File: src/rtl/pipeline_hazard_ctrl_pkg.sv
// Shared types and constants for the pipeline hazard controller and the datapath flush muxes.
package pipeline_hazard_ctrl_pkg;

    localparam int unsigned DEF_REG_ADDR_W = 5;
    localparam int unsigned MDU_CNT_W      = 4;

    // Instruction word the flush muxes substitute for a bubble (sll $0,$0,0).
    localparam logic [31:0] NOP_INSTR = 32'h0000_0000;

    typedef enum logic {
        StRun,
        StMduWait
    } hz_state_e;

endpackage

File: src/rtl/hazard_mdu_timer.sv
// Down-counter tracking the remaining stall cycles of a multi-cycle MDU operation in EX.
module hazard_mdu_timer
    import pipeline_hazard_ctrl_pkg::*;
(
    input  logic                 clk,
    input  logic                 reset,
    input  logic                 load,
    input  logic [MDU_CNT_W-1:0] load_val,
    input  logic                 run,
    output logic                 zero
);

    logic [MDU_CNT_W-1:0] cnt_q;

    always_ff @(posedge clk or negedge reset) begin
        if (!reset) begin
            cnt_q <= '0;
        end else if (load) begin
            cnt_q <= load_val;
        end else if (run && (cnt_q != '0)) begin
            cnt_q <= cnt_q - 1'b1;
        end
    end

    assign zero = (cnt_q == '0);

endmodule

File: src/rtl/pipeline_hazard_ctrl.sv
// Pipeline enable/flush sequencing for load-use, taken-branch, MDU occupancy and memory waits.
module pipeline_hazard_ctrl
    import pipeline_hazard_ctrl_pkg::*;
#(
    parameter int unsigned REG_ADDR_W  = DEF_REG_ADDR_W,
    parameter int unsigned MDU_LATENCY = 4,
    parameter int unsigned CNT_W       = 16
) (
    input  logic                  clk,
    input  logic                  reset,
    input  logic [REG_ADDR_W-1:0] id_rs,
    input  logic [REG_ADDR_W-1:0] id_rt,
    input  logic                  id_uses_rt,
    input  logic                  ex_mem_read,
    input  logic [REG_ADDR_W-1:0] ex_rt,
    input  logic                  ex_branch_taken,
    input  logic                  ex_mdu_start,
    input  logic                  mem_wait,
    output logic                  pc_en,
    output logic                  ifid_en,
    output logic                  ifid_flush,
    output logic                  idex_en,
    output logic                  idex_flush,
    output logic                  exmem_en,
    output logic                  exmem_flush,
    output logic                  memwb_en,
    output logic                  mdu_busy,
    output logic [CNT_W-1:0]      stall_cycles
);

    localparam logic [MDU_CNT_W-1:0] MduInit = MDU_CNT_W'(MDU_LATENCY - 1);

    hz_state_e        state_q;
    logic             in_run;
    logic             mdu_zero;
    logic             mdu_load;
    logic             mdu_stall;
    logic             load_use;
    logic [CNT_W-1:0] stall_q;

    assign in_run    = (state_q == StRun);
    assign mdu_load  = in_run && ex_mdu_start && !mem_wait;
    assign mdu_stall = (in_run && ex_mdu_start) || (!in_run && !mdu_zero);
    assign load_use  = ex_mem_read && (ex_rt != '0) &&
                       ((id_rs == ex_rt) || (id_uses_rt && (id_rt == ex_rt)));

    hazard_mdu_timer u_mdu_timer (
        .clk      (clk),
        .reset    (reset),
        .load     (mdu_load),
        .load_val (MduInit),
        .run      (!in_run),
        .zero     (mdu_zero)
    );

    always_ff @(posedge clk or negedge reset) begin
        if (!reset) begin
            state_q <= StRun;
        end else begin
            unique case (state_q)
                StRun:     if (mdu_load) state_q <= StMduWait;
                StMduWait: if (mdu_zero) state_q <= StRun;
                default:   state_q <= StRun;
            endcase
        end
    end

    // Inputs are don't-care while reset is held, so present a free-running pipeline.
    always_comb begin
        pc_en       = 1'b1;
        ifid_en     = 1'b1;
        ifid_flush  = 1'b0;
        idex_en     = 1'b1;
        idex_flush  = 1'b0;
        exmem_en    = 1'b1;
        exmem_flush = 1'b0;
        memwb_en    = 1'b1;
        if (!reset) begin
            pc_en = 1'b1;
        end else if (mem_wait) begin
            pc_en    = 1'b0;
            ifid_en  = 1'b0;
            idex_en  = 1'b0;
            exmem_en = 1'b0;
            memwb_en = 1'b0;
        end else if (mdu_stall) begin
            pc_en       = 1'b0;
            ifid_en     = 1'b0;
            idex_en     = 1'b0;
            exmem_flush = 1'b1;
        end else if (ex_branch_taken) begin
            ifid_flush = 1'b1;
            idex_flush = 1'b1;
        end else if (load_use) begin
            pc_en      = 1'b0;
            ifid_en    = 1'b0;
            idex_flush = 1'b1;
        end
    end

    always_ff @(posedge clk or negedge reset) begin
        if (!reset) begin
            stall_q <= '0;
        end else if (!pc_en && (stall_q != '1)) begin
            stall_q <= stall_q + 1'b1;
        end
    end

    assign mdu_busy     = !in_run;
    assign stall_cycles = stall_q;

endmodule

File: config.mk
export PLATFORM = sky130hd
export DESIGN_NAME = pipeline_hazard_ctrl
export DESIGN_NICKNAME = d
export VERILOG_FILES = /design/src/rtl/pipeline_hazard_ctrl_pkg.sv /design/src/rtl/hazard_mdu_timer.sv /design/src/rtl/pipeline_hazard_ctrl.sv
export SDC_FILE = /design/constraint.sdc
export NUM_CORES = 1
export LEC_CHECK = 0
export BUFFER_PORTS_ARGS = -buffer_cell sky130_fd_sc_hd__buf_2
export CAP_MARGIN = 40
export CORE_ASPECT_RATIO = 1.25
export CORE_MARGIN = 3
export CORE_UTILIZATION = 52
export DETAILED_ROUTE_END_ITERATION = 8
export PLACE_DENSITY = 0.82
export SYNTH_ARGS = -nofsm -noshare
export SYNTH_HDL_FRONTEND = slang
export SYNTH_SLANG_ARGS = --single-unit
export TNS_END_PERCENT = 10
File: constraint.sdc
create_clock -name clk -period 5.3 [get_ports clk]
set_input_delay 0 -clock clk [delete_from_list [all_inputs] [get_ports clk]]
set_output_delay 0 -clock clk [all_outputs]
set_load 0.01 [all_outputs]
==> impl_metrics.env, run 1 <==
export IMPL_outcome="completed"
export IMPL_seqCellArea_um2=526
export IMPL_setup_viol=0
export IMPL_ant_nets=0
export IMPL_syn_inst=125
export IMPL_drive_gt1_frac=0.364
export IMPL_rsz0062_at_grt="no"
export IMPL_htreeDepth=1
export IMPL_cp_max_fo=17
export IMPL_power_density_nw_per_um2=389
export IMPL_grt_overflow_total=0
export IMPL_r2r_cells=7
export IMPL_hold_buffers=1
export IMPL_setup_tns_ns=0
export IMPL_holdPathEnd="u_mdu_timer.cnt_q[2]"
export IMPL_synthAdderAreaFrac=0.0194
export IMPL_yosysTopAreaCellShare=0.408
export IMPL_ctsLongestPathBuffers=2
export IMPL_postCtsSetupRepairBufs=0
export IMPL_synthSimpleGateAreaFrac=0.286
export IMPL_clk_pin_slew_worst_paths_ns=0.11
export IMPL_clock_sinks=21
export IMPL_path_class="register to register"
export IMPL_numCtsBuffers=3
export IMPL_clock_skew_ns=0.00382
export IMPL_p_leak_nw=0.744
export IMPL_die_width_um=50.5
export IMPL_cp_start_kind="register"
export IMPL_drv_cap=0
export IMPL_yosysUniqueCellTypes=30
export IMPL_grt_total_usage=0.186
export IMPL_synth_compound_area_frac=0.0447
export IMPL_hold_depth=3
export IMPL_cts_tree="done"
export IMPL_min_period_ns=2.22
export IMPL_hpwl_um=2100
export IMPL_die_area_um2=3120
export IMPL_final_util=0.689
export IMPL_drv_slew=0
export IMPL_hold_violations=0
export IMPL_avgViaCountPerCell=5.26
export IMPL_drcViolationCount=0
export IMPL_dr_pass1_iters=4
export IMPL_n_fill_cell=189
export IMPL_synth_seq_area_share=0.408
export IMPL_hold_class="input port to register"
export IMPL_rows=19
export IMPL_crit_required_ns=5.50
export IMPL_pre_cts_ws_ns=3.08
export IMPL_final_common_cell="buf_2"
export IMPL_cts_resized=0
export IMPL_antennaDiodeCount=0
export IMPL_p_total_mw=0.612
export IMPL_timing_rr_start="u_mdu_timer.cnt_q[0]"
export IMPL_synth_fp_nets=149
export IMPL_syn_to_final_growth_pct=22.0
export IMPL_timing_final_crit_share=0.420
export IMPL_arrival_ns=2.43
export IMPL_cp_end_kind="register"
export IMPL_multi_input_area_um2=716
export IMPL_final_cell_mix="buf_2, xor2_1, dfrtp_1"
export IMPL_ir_worst_vdd_mv=0.349
export IMPL_port_buffers=46
export IMPL_syn_cell_area_um2=1290
export IMPL_start_util=0.565
export IMPL_clock_latency_ns=0.30
export IMPL_synth_xor_area_share=0.183
export IMPL_clk_root_buffer_cell="clkbuf_4"
export IMPL_wl_um=2660
export IMPL_yosysTopAreaCell="dfrtp_1"
export IMPL_vias=1074
export IMPL_place_congestion=0.799
export IMPL_r2r_end="stall_cycles[12]"
export IMPL_grt_pass1_wl_um=4310
export IMPL_synthMuxAreaShare=0.0175
export IMPL_ys_ff_latch=21
export IMPL_regToRegSetupSlack_ns=3.08
export IMPL_slew_headroom=0.665
export IMPL_grt_max_degree=26
export IMPL_layout_setup_ws_ns=3.08
export IMPL_fp_coreArea_um2=2280
export IMPL_hp_start="mem_wait"
export IMPL_yosys_warnings=0
export IMPL_avgSynthCellArea_um2=10.3
export IMPL_ioPinCount=47
export IMPL_antenna_found_initial=0
export IMPL_nets=198
export IMPL_synth_top_family_by_area="simple AND/OR/NAND/NOR gates"
export IMPL_tightest_slew_ns=0.497
export IMPL_first_iter_violations=13
export IMPL_die_h_um=61.7
export IMPL_grt_pass1_vias=1044
export IMPL_fmax_mhz=450
export IMPL_synthTopCellsByArea="dfrtp_1, xor2_1, nor4_2, nand2_1, nor4_4"
export IMPL_wl_per_cell_um=13.1
-- worst max path at each step --
stage,from,slack (ns),cells past startpoint,end
after global placement,stall_cycles[3],2.96,6,stall_cycles[1]
after floorplan,u_mdu_timer.cnt_q[0],3.23,8,stall_cycles[11]
after global routing,u_mdu_timer.cnt_q[0],2.93,7,stall_cycles[12]
after CTS,u_mdu_timer.cnt_q[0],3.06,7,stall_cycles[12]
final,u_mdu_timer.cnt_q[0],3.08,7,stall_cycles[12]
after detailed placement,u_mdu_timer.cnt_q[0],3.08,7,stall_cycles[12]
-- stage by stage --
step | std cells | instance area, um^2 | hold WS, ns
CTS | 204 | 1570 | 0.0212
floorplan | 125 | 1290 | -0.296
detailed placement | 199 | 1540 | 0.00129
global route | 204 | 1570 | 0.0605
finish | 204 | 1570 | 0.0292
global placement | 198 | 1530 | -0.00865
-- cell usage after synthesis --
cell type	instances
inv_1	4
nand3_1	7
xor2_1	23
buf_4	2
nand2_1	15
mux2_2	2
nor3b_1	1
nor2b_1	1
a32oi_1	1
and3_1	1
o41a_4	1
nor2_1	10
nor4_2	5
and4b_1	1
nor4_1	3
or4_2	1
ha_1	2
nor4b_1	3
xnor2_1	4
dfrtp_1	21
o31ai_1	1
and2b_2	1
buf_6	2
or3_1	1
a21boi_0	1
o21ai_0	1
o211ai_1	1
nor3_1	6
nand2b_1	1
nor4_4	2
-- cells by family (layout without fill, tap and decap cells) --
family                   count (synthesis)  count (layout)
multiplexers                             2               2
adder cells (fa/ha/maj)                  2               2
AND/OR/NAND/NOR                         59              59
XOR/XNOR                                27              27
buffers and inverters                    8              56
flip-flops                              21              21
AO/OA/AOI/OAI                            6               6
-- power breakdown --
group | internal [mW] | total, mW | leakage, nW | switching [mW]
sequential | 0.217 | 0.271 | 0.256 | 0.0544
clock | 0.0294 | 0.0763 | 0.0150 | 0.0469
combinational | 0.118 | 0.265 | 0.474 | 0.147
total | 0.364 | 0.612 | 0.744 | 0.248
-- state kept, by name (all words and copies together) (netlist names) --
| register | cells |
|---|---|
| mdu_busy | 1 |
| stall_cycles | 16 |
| u_mdu_timer.cnt_q | 4 |
-- final cells by class --
class | instances | share of cell area
repair buffers | 48 | 0.160
flip-flops and latches | 21 | 0.334
clock buffers | 4 | 0.0167
inverters | 4 | 0.00955
well taps | 31 | 0.0247
multi-input cells | 96 | 0.455
-- routing by layer --
layer  up-vias  GRT usage  wire length [um]
li1        530          -                 -
met1       501      0.193              1020
met2        38      0.364              1400
met3         5     0.0266               195
met4         0     0.0962                46
met5         -          0                 0
-- worst max-delay path, cell delays in order, from the launching register on --
cell and delay [ns]:
dfrtp_1 0.40, inv_1 0.05, ha_1 0.22, a21boi_0 0.42, o31ai_1 0.19, o41a_4 0.23
nor3_1 0.25, mux2_2 0.36
(Power assumes the default switching activity.)
==> run 2, diff against run 1 <==
CORE_UTILIZATION = 49   (was 52)
PLACE_DENSITY = 0.78   (was 0.82)
clock period = 2.25 ns   (was 5.3 ns; I/O delays follow)
==> impl_metrics.env, run 2 (synthesis gave the netlist of run 1 again) <==
export IMPL_first_iter_violations=29
export IMPL_worst_hold_slack_ns=0.0481
export IMPL_postCtsSetupRepairBufs=0
export IMPL_antenna_found_initial=0
export IMPL_p_int_mw=0.874
export IMPL_wl_um=2810
export IMPL_final_common_cell="buf_2"
export IMPL_wl_per_cell_um=13.5
export IMPL_grt_total_usage=0.189
export IMPL_ioPinCount=47
export IMPL_arrival_ns=2.21
export IMPL_drv_cap=0
export IMPL_p_sw_mw=0.596
export IMPL_die_width_um=51.9
export IMPL_cp_start_kind="register"
export IMPL_slew_headroom=0.728
export IMPL_cp_max_fo=17
export IMPL_setup_viol=0
export IMPL_min_period_ns=2.00
export IMPL_layout_setup_ws_ns=0.245
export IMPL_power_share_clock=0.120
export IMPL_port_buffers=46
export IMPL_crit_path_end="stall_cycles[1]"
export IMPL_clock_latency_ns=0.30
export IMPL_clock_skew_ns=0.00720
export IMPL_setup_tns_ns=0
export IMPL_tightest_slew_ns=0.402
export IMPL_vias=1114
export IMPL_p_total_mw=1.47
export IMPL_p_leak_nw=0.761
export IMPL_final_util=0.644
export IMPL_grt_overflow_total=0
export IMPL_clock_sinks=21
export IMPL_avgViaCountPerCell=5.33
export IMPL_place_congestion=0.730
export IMPL_seq_power_share=0.437
export IMPL_hpwl_um=2270
export IMPL_hold_class="input port to register"
export IMPL_grt_pass1_vias=1166
export IMPL_cp_end_kind="register"
export IMPL_drive_gt1_frac=0.381
export IMPL_hold_violations=0
export IMPL_htreeDepth=1
export IMPL_syn_to_final_growth_pct=23.8
export IMPL_fp_coreArea_um2=2480
export IMPL_finalInstanceArea_um2=1600
export IMPL_r2r_cells=7
export IMPL_ctsLongestPathBuffers=2
export IMPL_nets=201
export IMPL_rsz0062_at_grt="no"
export IMPL_die_area_um2=3290
export IMPL_antennaDiodeCount=0
export IMPL_path_class="register to register"
export IMPL_r2r_end="stall_cycles[1]"
export IMPL_largest_reg_flops=16
export IMPL_timing_rr_start="u_mdu_timer.cnt_q[0]"
export IMPL_dp_cells=204
export IMPL_power_density_nw_per_um2=922
export IMPL_rows=20
export IMPL_regToRegSetupSlack_ns=0.25
export IMPL_outcome="completed"
export IMPL_final_cell_mix="buf_2, xor2_1, dfrtp_1"
export IMPL_cts_resized=0
export IMPL_ant_nets=0
export IMPL_numCtsBuffers=3
export IMPL_place_area_um2=1560
export IMPL_dr_pass1_iters=4
export IMPL_start_util=0.520
export IMPL_crit_required_ns=2.45
export IMPL_p_sw_frac=0.406
export IMPL_drcViolationCount=0
export IMPL_grt_pass1_wl_um=4820
export IMPL_die_h_um=63.3
export IMPL_clk_pin_slew_worst_paths_ns=0.11
export IMPL_timing_final_crit_share=0.891
export IMPL_fmax_mhz=499
export IMPL_pre_cts_ws_ns=0.183
export IMPL_clk_root_buffer_cell="clkbuf_4"
export IMPL_ir_worst_vdd_mv=0.753
export IMPL_startpoint="u_mdu_timer.cnt_q[0]"
export IMPL_n_fill_cell=223
export IMPL_grt_max_degree=25
export IMPL_drv_slew=0
export IMPL_comb_power_share=0.444
export IMPL_cts_tree="done"
export IMPL_stdcell_count=209
[run 2: cell count changes in the layout (fill, tap and decap cells not counted), sizes merged]
cell and delta:
clkinv +1, clkbuf -1, buf +3
[run 2: worst min path at each step]
stage / startpoint / end / slack [ns] / cells after the start
after global placement: reset / mdu_busy / 0.002 / 2
after global routing: mem_wait / u_mdu_timer.cnt_q[2] / 0.05 / 3
after floorplan: reset / mdu_busy / -0.30 / 0
final: mem_wait / u_mdu_timer.cnt_q[2] / 0.05 / 3
after detailed placement: reset / u_mdu_timer.cnt_q[2] / 0.02 / 2
after CTS: mem_wait / u_mdu_timer.cnt_q[2] / 0.04 / 3
[run 2: area by class of cell]
cell class | count | area [um^2] | share of cell area
inverters | 4 | 15.0 | 0.00941
multi-input cells | 96 | 716 | 0.449
clock buffers | 3 | 22.5 | 0.0141
clock inverters | 1 | 5.00 | 0.00314
flip-flops and latches | 21 | 526 | 0.329
well taps | 33 | 41.3 | 0.0259
repair buffers | 51 | 270 | 0.169
[run 2: critical path: stages (launching register included)]
cell and delay, ns:
dfrtp_1 0.42, inv_1 0.07, ha_1 0.19, a21boi_0 0.12
o31ai_1 0.34, o41a_4 0.37, nor2_1 0.11, mux2_2 0.28
[run 2: routing by layer]
metal / vias up / GRT usage / routed length [um]
li1: 536 / - / -
met1: 539 / 0.193 / 1040
met2: 35 / 0.363 / 1560
met5: - / 0 / 0
met4: 0 / 0.0787 / 29
met3: 4 / 0.0260 / 179
[run 2: what timing repair did]
item | 4_1_cts | 5_1_grt
hold buffers | 1 | 0
hold endpoints to repair | 21 | 0
endpoints found under the setup margin | 0 | 0
[run 2: power by group through the flow]
stage,Combinational [mW],Sequential [mW],Clock (mW)
after floorplan,0.381,0.675,0
after global placement,0.621,0.641,0
after detailed placement,0.657,0.653,0
after CTS,0.665,0.645,0.185
after global routing,0.722,0.666,0.208
final,0.652,0.642,0.176
